[src/rtl/router_out_fifo.sv]
// rtl/router_out_fifo.sv - Router output-channel FIFO with header tag and packet-length tracked readout
// Optional occupancy port enabled by defining ROUTER_FIFO_OCC_EN.
module router_out_fifo #(
    parameter int DEPTH = 16,
    parameter int AW    = 4,
    parameter int DW    = 8
) (
    input  logic          clock,
    input  logic          resetn,
    input  logic          soft_reset,
    input  logic          write_enb,
    input  logic          read_enb,
    input  logic          lfd_state,
    input  logic [DW-1:0] data_in,
    output logic          full,
    output logic          empty,
`ifdef ROUTER_FIFO_OCC_EN
    output logic [AW:0]   occupancy,
`endif
    output logic [DW-1:0] data_out
);

    localparam logic [AW:0] PTR_ONE = {{AW{1'b0}}, 1'b1};

    logic [DW:0]   mem [DEPTH];
    logic [AW:0]   wr_ptr;
    logic [AW:0]   rd_ptr;
    logic [5:0]    count;
    logic          wr_acc;
    logic          rd_acc;
    logic [DW:0]   rd_word;

    assign empty   = (wr_ptr == rd_ptr);
    assign full    = (wr_ptr[AW] != rd_ptr[AW]) && (wr_ptr[AW-1:0] == rd_ptr[AW-1:0]);
    assign wr_acc  = write_enb && !full;
    assign rd_acc  = read_enb && !empty;
    assign rd_word = mem[rd_ptr[AW-1:0]];

`ifdef ROUTER_FIFO_OCC_EN
    assign occupancy = wr_ptr - rd_ptr;
`endif

    // Storage has no reset; a write pending during either reset is dropped.
    always_ff @(posedge clock) begin
        if (resetn && !soft_reset && wr_acc) begin
            mem[wr_ptr[AW-1:0]] <= {lfd_state, data_in};
        end
    end

    always_ff @(posedge clock) begin
        if (!resetn || soft_reset) begin
            wr_ptr   <= '0;
            rd_ptr   <= '0;
            count    <= '0;
            data_out <= '0;
        end else begin
            if (wr_acc) begin
                wr_ptr <= wr_ptr + PTR_ONE;
            end
            if (rd_acc) begin
                rd_ptr   <= rd_ptr + PTR_ONE;
                data_out <= rd_word[DW-1:0];
                // Header carries payload length in [7:2]; +1 covers the parity byte.
                if (rd_word[DW]) begin
                    count <= rd_word[7:2] + 6'd1;
                end else if (count != 6'd0) begin
                    count <= count - 6'd1;
                end
            end else if (count == 6'd0) begin
                data_out <= '0;
            end
        end
    end

endmodule

[config.mk]
export PLATFORM = sky130hd
export DESIGN_NAME = router_out_fifo
export DESIGN_NICKNAME = d
export VERILOG_FILES = /design/src/rtl/router_out_fifo.sv
export SDC_FILE = /design/constraint.sdc
export NUM_CORES = 1
export LEC_CHECK = 0
export BUFFER_PORTS_ARGS = -buffer_cell sky130_fd_sc_hd__buf_2
export CAP_MARGIN = 20
export CORE_UTILIZATION = 50
export CTS_CLUSTER_DIAMETER = 30
export DETAILED_ROUTE_END_ITERATION = 16
export PLACE_DENSITY_LB_ADDON = 0.05
export SYNTH_ARGS = -nofsm -noshare
export SYNTH_HDL_FRONTEND = slang
export SYNTH_SLANG_ARGS = --single-unit
[constraint.sdc]
create_clock -name clock -period 3.35 [get_ports clock]
set_clock_uncertainty 0.15 [all_clocks]
set_input_delay 0.5025 -clock clock [delete_from_list [all_inputs] [get_ports clock]]
set_output_delay 0.5025 -clock clock [all_outputs]
set_load 0.05 [all_outputs]
==> metrics.cfg, run 1 <==
[outcome]
status=finished clean

[synthesis]
yosysTopAreaCellShare=0.619
ys_seq_area_frac=0.699
async_flop_share=0
synthFlopType=edfxtp_1
synth-warning-count=0
syn_inst=411
synth_nets=433
post-synth-top-area-cell=edfxtp_1
synth_cell_type_count=44
syn-cell-area_sq_mm=0.00699
synthTopCellsByArea=edfxtp_1, mux4_2, dfxtp_1
synth-edff-count=144
avgSynthCellArea_sq_um=17.0
ys_ff_latch=172

[setup_path]
critPathRequiredTime_ns=3.25
start_kind=flip-flop
r2r_cells=6
cp_top_family=simple AND/OR/NAND/NOR gates
worst-path-buf-inv=0
reg2reg_slack_ns=0.59
end_kind=flip-flop
r2r-end=mem[5][8]$_DFFE_PP_
arrival_ns=2.65
timing.rr.start=wr_ptr[2]$_SDFFE_PP0P_
crit_chain=xnor2_1 > nand4_1 > o21a_1 > and2_1 > nand2_1 > nor2_1
cp_slowest_cell=nor2_1
path_max_fanout=10
crit_type=flip-flop to flip-flop
cp_slowest_stage_delay_ns=0.82

[pwr]
clockPowerShare=0.448
p_seq_frac=0.523
comb_power_share=0.030
net-switching-power_mw=0.960
intPower_mw=3.49
leakage_nw=2.60
power_density_mw_per_mm2=557
irDropWorstVdd_uv=790
switching_share=0.216

[final_layout]
synthToLayoutAreaGrowth_pct=14.5
final_layout_size_suffix_gt1_frac=0.248
fillers=1020
diodes=0
postLayoutCellArea_sq_mm=0.00800
fin_nets=477

[clocking]
cts_tree=yes
clk_latency_ns=0.43
cts.repair.resized=0
clockBufferDepth=2
h-tree-depth=4
postCtsSetupBuffers=0
clock_sinks=172
clkTransAtPathRegs_ns=0.07
cts_hold_buf=0
ctsRootBufferMaster=clkbuf_16
cts_buffers=17

[sta]
fmax_ghz=0.363
finalSetupViolCount=0
slew_headroom=0.295
final.setup.tns_ns=0
report.final.slew_viol_count=0
holdWs_ns=0.299
rsz0062_at_grt=false
fin_crit_sh=0.823
min_period_ns=2.76
worst_pin_slew_ns=1.05
finalHoldViolCount=0

[min_path]
holdPathEnd=mem[15][1]$_DFFE_PP_
worst_hold_path_type=primary input to flip-flop
hold_depth=1
hp-start=data_in[1]

[floorplanning]
placementRows=42
die_height_microns=120
start_util=0.519
dieWidth_microns=120
fp.dieArea_sq_mm=0.0144
ios=24
coreArea_sq_mm=0.0135

[detailed_routing]
wl_per_cell_microns=22.3
remaining_drc_errors=0
vias_per_cell=5.77
wl_mm=14.3
drt_iter0_drc=296
firstDrtPassIters=5
routed-via-count=3718
antenna_left=0

[flow_run]
maxCapViolCount=0

[grt]
antenna_found_initial=0
grt_pass1_vias=3845
grt_max_degree=35
grt_util_all_layers=0.219
grt_pass1_wl_mm=22.2
overflow=0

[place]
hpwlAfterDp_mm=9.14
gp_congestion=0.760
dpl-instance-area_sq_mm=0.00739
port_buffers=23

## final cells by class
type                            count  area, sq um  area share
Sequential cell                   172         4890       0.611
Multi-Input combinational cell    214         1980       0.247
Clock buffer                       17          425      0.0532
Timing Repair Buffer               45          293      0.0366
Tap cell                          176          220      0.0275
Clock inverter                     15          181      0.0227
Inverter                            5         18.8     0.00235
## cells by family after synthesis
group           after synthesis  synth area share
flops                       172             0.699
simple gates                102            0.0679
mux                          46             0.140
compound gates               42            0.0410
buf+inv                      25            0.0179
xor+xnor                     16            0.0201
fa+ha+maj                     8            0.0143
## how the worst max path moves through the flow
| stage | startpoint | endpoint | slack [ns] | cells after the start |
|---|---|---|---|---|
| 6_report | wr_ptr[2]$_SDFFE_PP0P_ | mem[5][8]$_DFFE_PP_ | 0.59 | 6 |
| 5_1_grt | wr_ptr[2]$_SDFFE_PP0P_ | mem[5][1]$_DFFE_PP_ | 0.36 | 6 |
| 4_1_cts | flip-flop | count[4]$_SDFFE_PP0P_ | 0.55 | 7 |
| 3_5_place_dp | flip-flop | count[4]$_SDFFE_PP0P_ | 0.56 | 7 |
| 3_3_place_gp | flip-flop | count[4]$_SDFFE_PP0P_ | 0.60 | 7 |
| 2_1_floorplan | flip-flop | count[1]$_SDFFE_PP0P_ | 0.83 | 9 |
## per-layer routing
metal | GRT usage | share of wire | vias up
li1 | - | - | 1706
met1 | 0.286 | 0.45 | 1910
met2 | 0.346 | 0.49 | 81
met3 | 0.0656 | 0.044 | 21
met4 | 0.0906 | 0.023 | 0
met5 | 0 | 0 | -
## power groups by stage
| stage | Sequential, mW | Combinational [mW] | Clock, mW |
|---|---|---|---|
| 6_report | 2.33 | 0.132 | 1.99 |
| 3_3_place_gp | 2.38 | 0.131 | 0 |
| 2_1_floorplan | 2.38 | 0.0735 | 0 |
| 4_1_cts | 2.33 | 0.133 | 2.02 |
| 3_5_place_dp | 2.38 | 0.133 | 0 |
| 5_1_grt | 2.33 | 0.144 | 2.10 |
## synth_stat cells (2+ instances only)
library cell,number
a21oi_1,14
a22o_1,2
a22oi_1,8
a31oi_1,2
and2_1,2
buf_2,7
buf_4,2
buf_6,2
clkbuf_1,9
dfxtp_1,28
edfxtp_1,144
ha_1,8
inv_1,5
mux2_2,3
mux2i_1,4
mux4_1,6
mux4_2,32
nand2_1,27
nand2b_1,5
nand3_1,11
nand4_1,8
nor2_1,33
nor2b_1,5
nor3_1,7
o21a_1,2
o21ai_0,3
xnor2_1,8
xor2_1,8
## metrics by stage
stage | utilization | setup WS [ns] | power [mW] | instances
2_1_floorplan | - | 0.831 | 2.45 | 411
3_3_place_gp | 0.550 | 0.601 | 2.51 | 612
3_5_place_dp | 0.550 | 0.563 | 2.51 | 612
4_1_cts | 0.595 | 0.548 | 4.48 | 644
5_1_grt | 0.595 | 0.364 | 4.58 | 644
6_report | 0.595 | 0.594 | 4.45 | 644
## layout by cell type, fill, tap and decap left out, types with 2 or more instances in the layout
cell / n
mux2i_1: 4
nand4_1: 8
nor3_1: 7
mux4_2: 32
inv_8: 3
bufinv_16: 2
nor2_1: 33
ha_1: 8
mux4_1: 6
clkinvlp_4: 2
nand2_1: 27
inv_6: 4
a31oi_1: 2
a22oi_1: 8
nand3_1: 11
a21oi_1: 14
buf_2: 23
dfxtp_1: 27
mux2_2: 3
xnor2_1: 8
clkbuf_16: 17
o21ai_0: 3
edfxtp_1: 144
xor2_1: 8
nand2b_1: 5
o21a_1: 2
and2_1: 2
nor2b_1: 5
buf_4: 21
clkinv_4: 2
a22o_1: 2
inv_1: 5
## flip-flops by register name (all words and copies together) (netlist names), named ones only
name	count
mem	144
data_out	8
count	6
rd_ptr	5
wr_ptr	5
No activity file was read; power rests on OpenSTA's default activity.
==> inputs of run 2 (changes only) <==
==> constraint.sdc (replaced) <==
create_clock -name clock -period 2.5 [get_ports clock]
set_clock_uncertainty 0.15 [all_clocks]
set_input_delay 0.375 -clock clock [delete_from_list [all_inputs] [get_ports clock]]
set_output_delay 0.375 -clock clock [all_outputs]
set_load 0.05 [all_outputs]
==> metrics.cfg, run 2 (synthesis gave the netlist of run 1 again) <==
[grt]
grt_max_degree=29
grt_pass1_wl_mm=21.9
antenna_found_initial=0
top_usage_layer=met2
overflow=0
grt_pass1_vias=3780
grt_util_all_layers=0.216
grt_use_met3=0.0387
use_met2=0.339
met1_usage=0.299

[final_layout]
layout_commonest_cell=edfxtp_1
postLayoutCellArea_sq_mm=0.00821
fin_nets=493
fillers=1020
largest_reg_flops=144
diodes=0
synthToLayoutAreaGrowth_pct=17.5
final_layout_size_suffix_gt1_frac=0.282
finish.utilization=0.610
mostFrequentLayoutCells=edfxtp_1, nor2_1, buf_4

[detailed_routing]
wl_mm=14.1
drt_iter0_drc=226
vias_per_cell=5.65
wl_per_cell_microns=21.4
routed-via-count=3725
firstDrtPassIters=4
antenna_left=0
remaining_drc_errors=0

[setup_path]
path_max_fanout=9
arrival_ns=2.53
crit_type=flip-flop to flip-flop
reg2reg_slack_ns=0.13
start_kind=flip-flop
critPathRequiredTime_ns=2.66
end_kind=flip-flop

[sta]
report.final.slew_viol_count=0
worst_pin_slew_ns=0.572
min_period_ns=2.37
finalHoldViolCount=0
finalSetupViolCount=0
rsz0062_at_grt=false
slew_headroom=0.619
fin_crit_sh=0.947
fmax_ghz=0.422

[place]
hpwlAfterDp_mm=9.30
port_buffers=23
dpl-instance-area_sq_mm=0.00758
gp_congestion=0.805

[flow_run]
maxCapViolCount=0

[floorplanning]
ios=24
placementRows=42
fp.dieArea_sq_mm=0.0144
dieWidth_microns=120
die_height_microns=120
start_util=0.519
coreArea_sq_mm=0.0135

[outcome]
status=finished clean

[clocking]
cts_hold_buf=0
cts_buffers=17
clkTransAtPathRegs_ns=0.06
clk_latency_ns=0.42
cts_tree=yes
ctsRootBufferMaster=clkbuf_16
clock_sinks=172
clockBufferDepth=2
postCtsSetupBuffers=0
h-tree-depth=4

[pwr]
p_total_mw=6.01
irDropWorstVdd_uv=426
leakage_nw=2.71
power_density_mw_per_mm2=732

[min_path]
worst_hold_path_type=primary input to flip-flop

==> run 2: what timing repair did <==
item | 4_1_cts | 5_1_grt
resized for setup | 1 | 5
endpoints found under the setup margin | 1 | 2
pin swaps | 0 | 1
==> run 2: worst max-delay path, cell delays in order, from the launching register on <==
cell,delay [ns]
dfxtp_4,0.38
buf_12,0.14
mux4_2,0.51
a22oi_2,0.25
nand2_2,0.11
ha_4,0.25
mux2_2,0.26
o22ai_1,0.13
nor2_1,0.05
==> run 2: final timing paths <==
check,end,start,cells after the start
min reg2reg,data_out[6]$_SDFFE_PP0P_,data_out[6]$_SDFFE_PP0P_,2
max reg2reg,count[1]$_SDFFE_PP0P_,flip-flop,8
max,count[1]$_SDFFE_PP0P_,flip-flop,8
min,mem[10][2]$_DFFE_PP_,data_in[2],1
==> run 2: layout make-up <==
class / instances / area, sq um / share of cell area
Clock buffer: 19 / 433 / 0.0527
Clock inverter: 12 / 171 / 0.0209
Inverter: 5 / 18.8 / 0.00229
Multi-Input combinational cell: 214 / 2010 / 0.245
Sequential cell: 172 / 4890 / 0.596
Tap cell: 176 / 220 / 0.0268
Timing Repair Buffer: 61 / 463 / 0.0564
==> run 2: report_power, final <==
| part | internal [mW] | switching (mW) | total (mW) |
|---|---|---|---|
| clock | 1.66 | 1.04 | 2.70 |
| sequential | 3.11 | 0.00673 | 3.12 |
| combinational | 0.0676 | 0.118 | 0.186 |
==> run 2: metrics by stage <==
| stage | TNS (ns) | hold slack (ns) | instances | setup WS (ns) |
|---|---|---|---|---|
| after detailed placement | -0.0199 | 0.310 | 628 | -0.0199 |
| after global routing | 0 | 0.180 | 659 | 0.0394 |
| after global placement | 0 | 0.310 | 628 | 0.0683 |
| final | 0 | 0.171 | 659 | 0.133 |
| after CTS | 0 | 0.166 | 659 | 0.0433 |
| after floorplan | 0 | 0.324 | 411 | 0.0309 |
==> run 2: metal layers <==
| layer | vias up | share of wire |
|---|---|---|
| met1 | 1887 | 0.45 |
| met4 | 0 | 0.019 |
| met2 | 77 | 0.49 |
| met5 | - | 0 |
| met3 | 21 | 0.041 |
| li1 | 1740 | - |
==> inputs of run 3 (changes only) <==
--- a/config.mk
+++ b/config.mk
@@ -10,7 +10,7 @@
 export CORE_UTILIZATION = 50
 export CTS_CLUSTER_DIAMETER = 30
 export DETAILED_ROUTE_END_ITERATION = 16
-export PLACE_DENSITY_LB_ADDON = 0.05
+export PLACE_DENSITY_LB_ADDON = 0.25
 export SYNTH_ARGS = -nofsm -noshare
 export SYNTH_HDL_FRONTEND = slang
 export SYNTH_SLANG_ARGS = --single-unit
==> metrics.cfg, run 3 (synthesis gave the netlist of run 1 again) <==
[outcome]
status=finished clean

[floorplanning]
start_util=0.519
placementRows=42
dieWidth_microns=120
fp.dieArea_sq_mm=0.0144
coreArea_sq_mm=0.0135
die_height_microns=120
ios=24

[final_layout]
fillers=976
diodes=0
instances_no_fill=676
mostFrequentLayoutCells=edfxtp_1, buf_4, mux4_2, nor2_1, nand2_1
largest_reg_flops=144
final_layout_size_suffix_gt1_frac=0.298
layout_commonest_cell=edfxtp_1
synthToLayoutAreaGrowth_pct=20.1
fin_nets=509

[grt]
overflow=0
grt_util_all_layers=0.222
grt_pass1_vias=3953
grt_pass1_wl_mm=22.6
grt_max_degree=28
antenna_found_initial=0

[place]
pre_cts_slack_ns=0.0564
gp_congestion=0.816
hpwlAfterDp_mm=9.42
dp_cells=644
port_buffers=23

[setup_path]
crit_type=flip-flop to flip-flop
r2r-end=count[1]$_SDFFE_PP0P_
crit_end=count[1]$_SDFFE_PP0P_
arrival_ns=2.55
r2r_cells=8
start_kind=flip-flop
reg2reg_slack_ns=0.11
end_kind=flip-flop
path_max_fanout=6
critPathRequiredTime_ns=2.66

[sta]
holdWs_ns=0.169
report.final.slew_viol_count=0
slew_headroom=0.593
min_period_ns=2.39
fin_crit_sh=0.956
rsz0062_at_grt=false
fmax_ghz=0.418
setup_ws_ns=0.110
final.setup.tns_ns=0
worst_pin_slew_ns=0.610
finalSetupViolCount=0
finalHoldViolCount=0

[min_path]
worst_hold_path_type=primary input to flip-flop

[clocking]
h-tree-depth=4
cts_hold_buf=0
clock_sinks=172
cts_tree=yes
clkTransAtPathRegs_ns=0.06
clockBufferDepth=2
ctsRootBufferMaster=clkbuf_16
cts_buffers=17
clk_latency_ns=0.43

[detailed_routing]
wl_per_cell_microns=21.3
antenna_left=0
routed-via-count=3835
firstDrtPassIters=4
remaining_drc_errors=0
vias_per_cell=5.67
wl_mm=14.4
drt_iter0_drc=353

[pwr]
power_density_mw_per_mm2=723
leakage_nw=2.81
irDropWorstVdd_uv=579

[flow_run]
maxCapViolCount=0

## run 3: final cells by class
cell class / instances / area [sq um] / area share
Clock buffer: 18 / 429 / 0.0511
Clock inverter: 14 / 189 / 0.0225
Inverter: 5 / 18.8 / 0.00224
Multi-Input combinational cell: 214 / 1980 / 0.236
Sequential cell: 172 / 4890 / 0.583
Tap cell: 176 / 220 / 0.0262
Timing Repair Buffer: 77 / 662 / 0.0789
## run 3: per-stage QoR
step	power (mW)	util	cell area, sq um
after global placement	3.37	0.577	7760
after global routing	6.24	0.624	8390
final	6.07	0.624	8390
after detailed placement	3.37	0.577	7760
after CTS	6.11	0.623	8380
after floorplan	3.28	-	6990
## run 3: power breakdown
group | total (mW) | switching [mW] | internal (mW)
clock | 2.76 | 1.08 | 1.68
combinational | 0.191 | 0.119 | 0.0726
sequential | 3.12 | 0.00529 | 3.11
total | 6.07 | 1.20 | 4.86
## run 3: worst min-delay path by stage
| stage | slack, ns | end | cells past startpoint | from |
|---|---|---|---|---|
| 4_1_cts | 0.16 | mem[9][0]$_DFFE_PP_ | 1 | data_in[0] |
| 6_report | 0.17 | mem[13][0]$_DFFE_PP_ | 1 | data_in[0] |
| 3_3_place_gp | 0.30 | data_out[5]$_SDFFE_PP0P_ | 2 | data_out[5]$_SDFFE_PP0P_ |
| 3_5_place_dp | 0.31 | data_out[4]$_SDFFE_PP0P_ | 2 | data_out[4]$_SDFFE_PP0P_ |
| 2_1_floorplan | 0.32 | mem[0][0]$_DFFE_PP_ | 0 | data_in[0] |
| 5_1_grt | 0.17 | mem[4][2]$_DFFE_PP_ | 1 | data_in[2] |
## run 3: critical path: stages (launching register included)
cell     delay [ns]
dfxtp_4        0.40
buf_6          0.15
mux4_2         0.51
a22oi_1        0.23
nand2_1        0.12
ha_1           0.29
mux2_2         0.26
o22ai_1        0.12
nor2_1         0.05
## run 3: repair_timing
item / in CTS / in global routing
gates resized for setup: 0 / 5
setup endpoints to repair: 0 / 13
endpoints found under the hold margin: 0 / 0
buffers inserted: 0 / 0
## run 3: metal layers
metal / share of wire / track usage
met2: 0.50 / 0.361
met4: 0.011 / 0.0828
met3: 0.065 / 0.0467
met1: 0.43 / 0.295
met5: 0 / 0
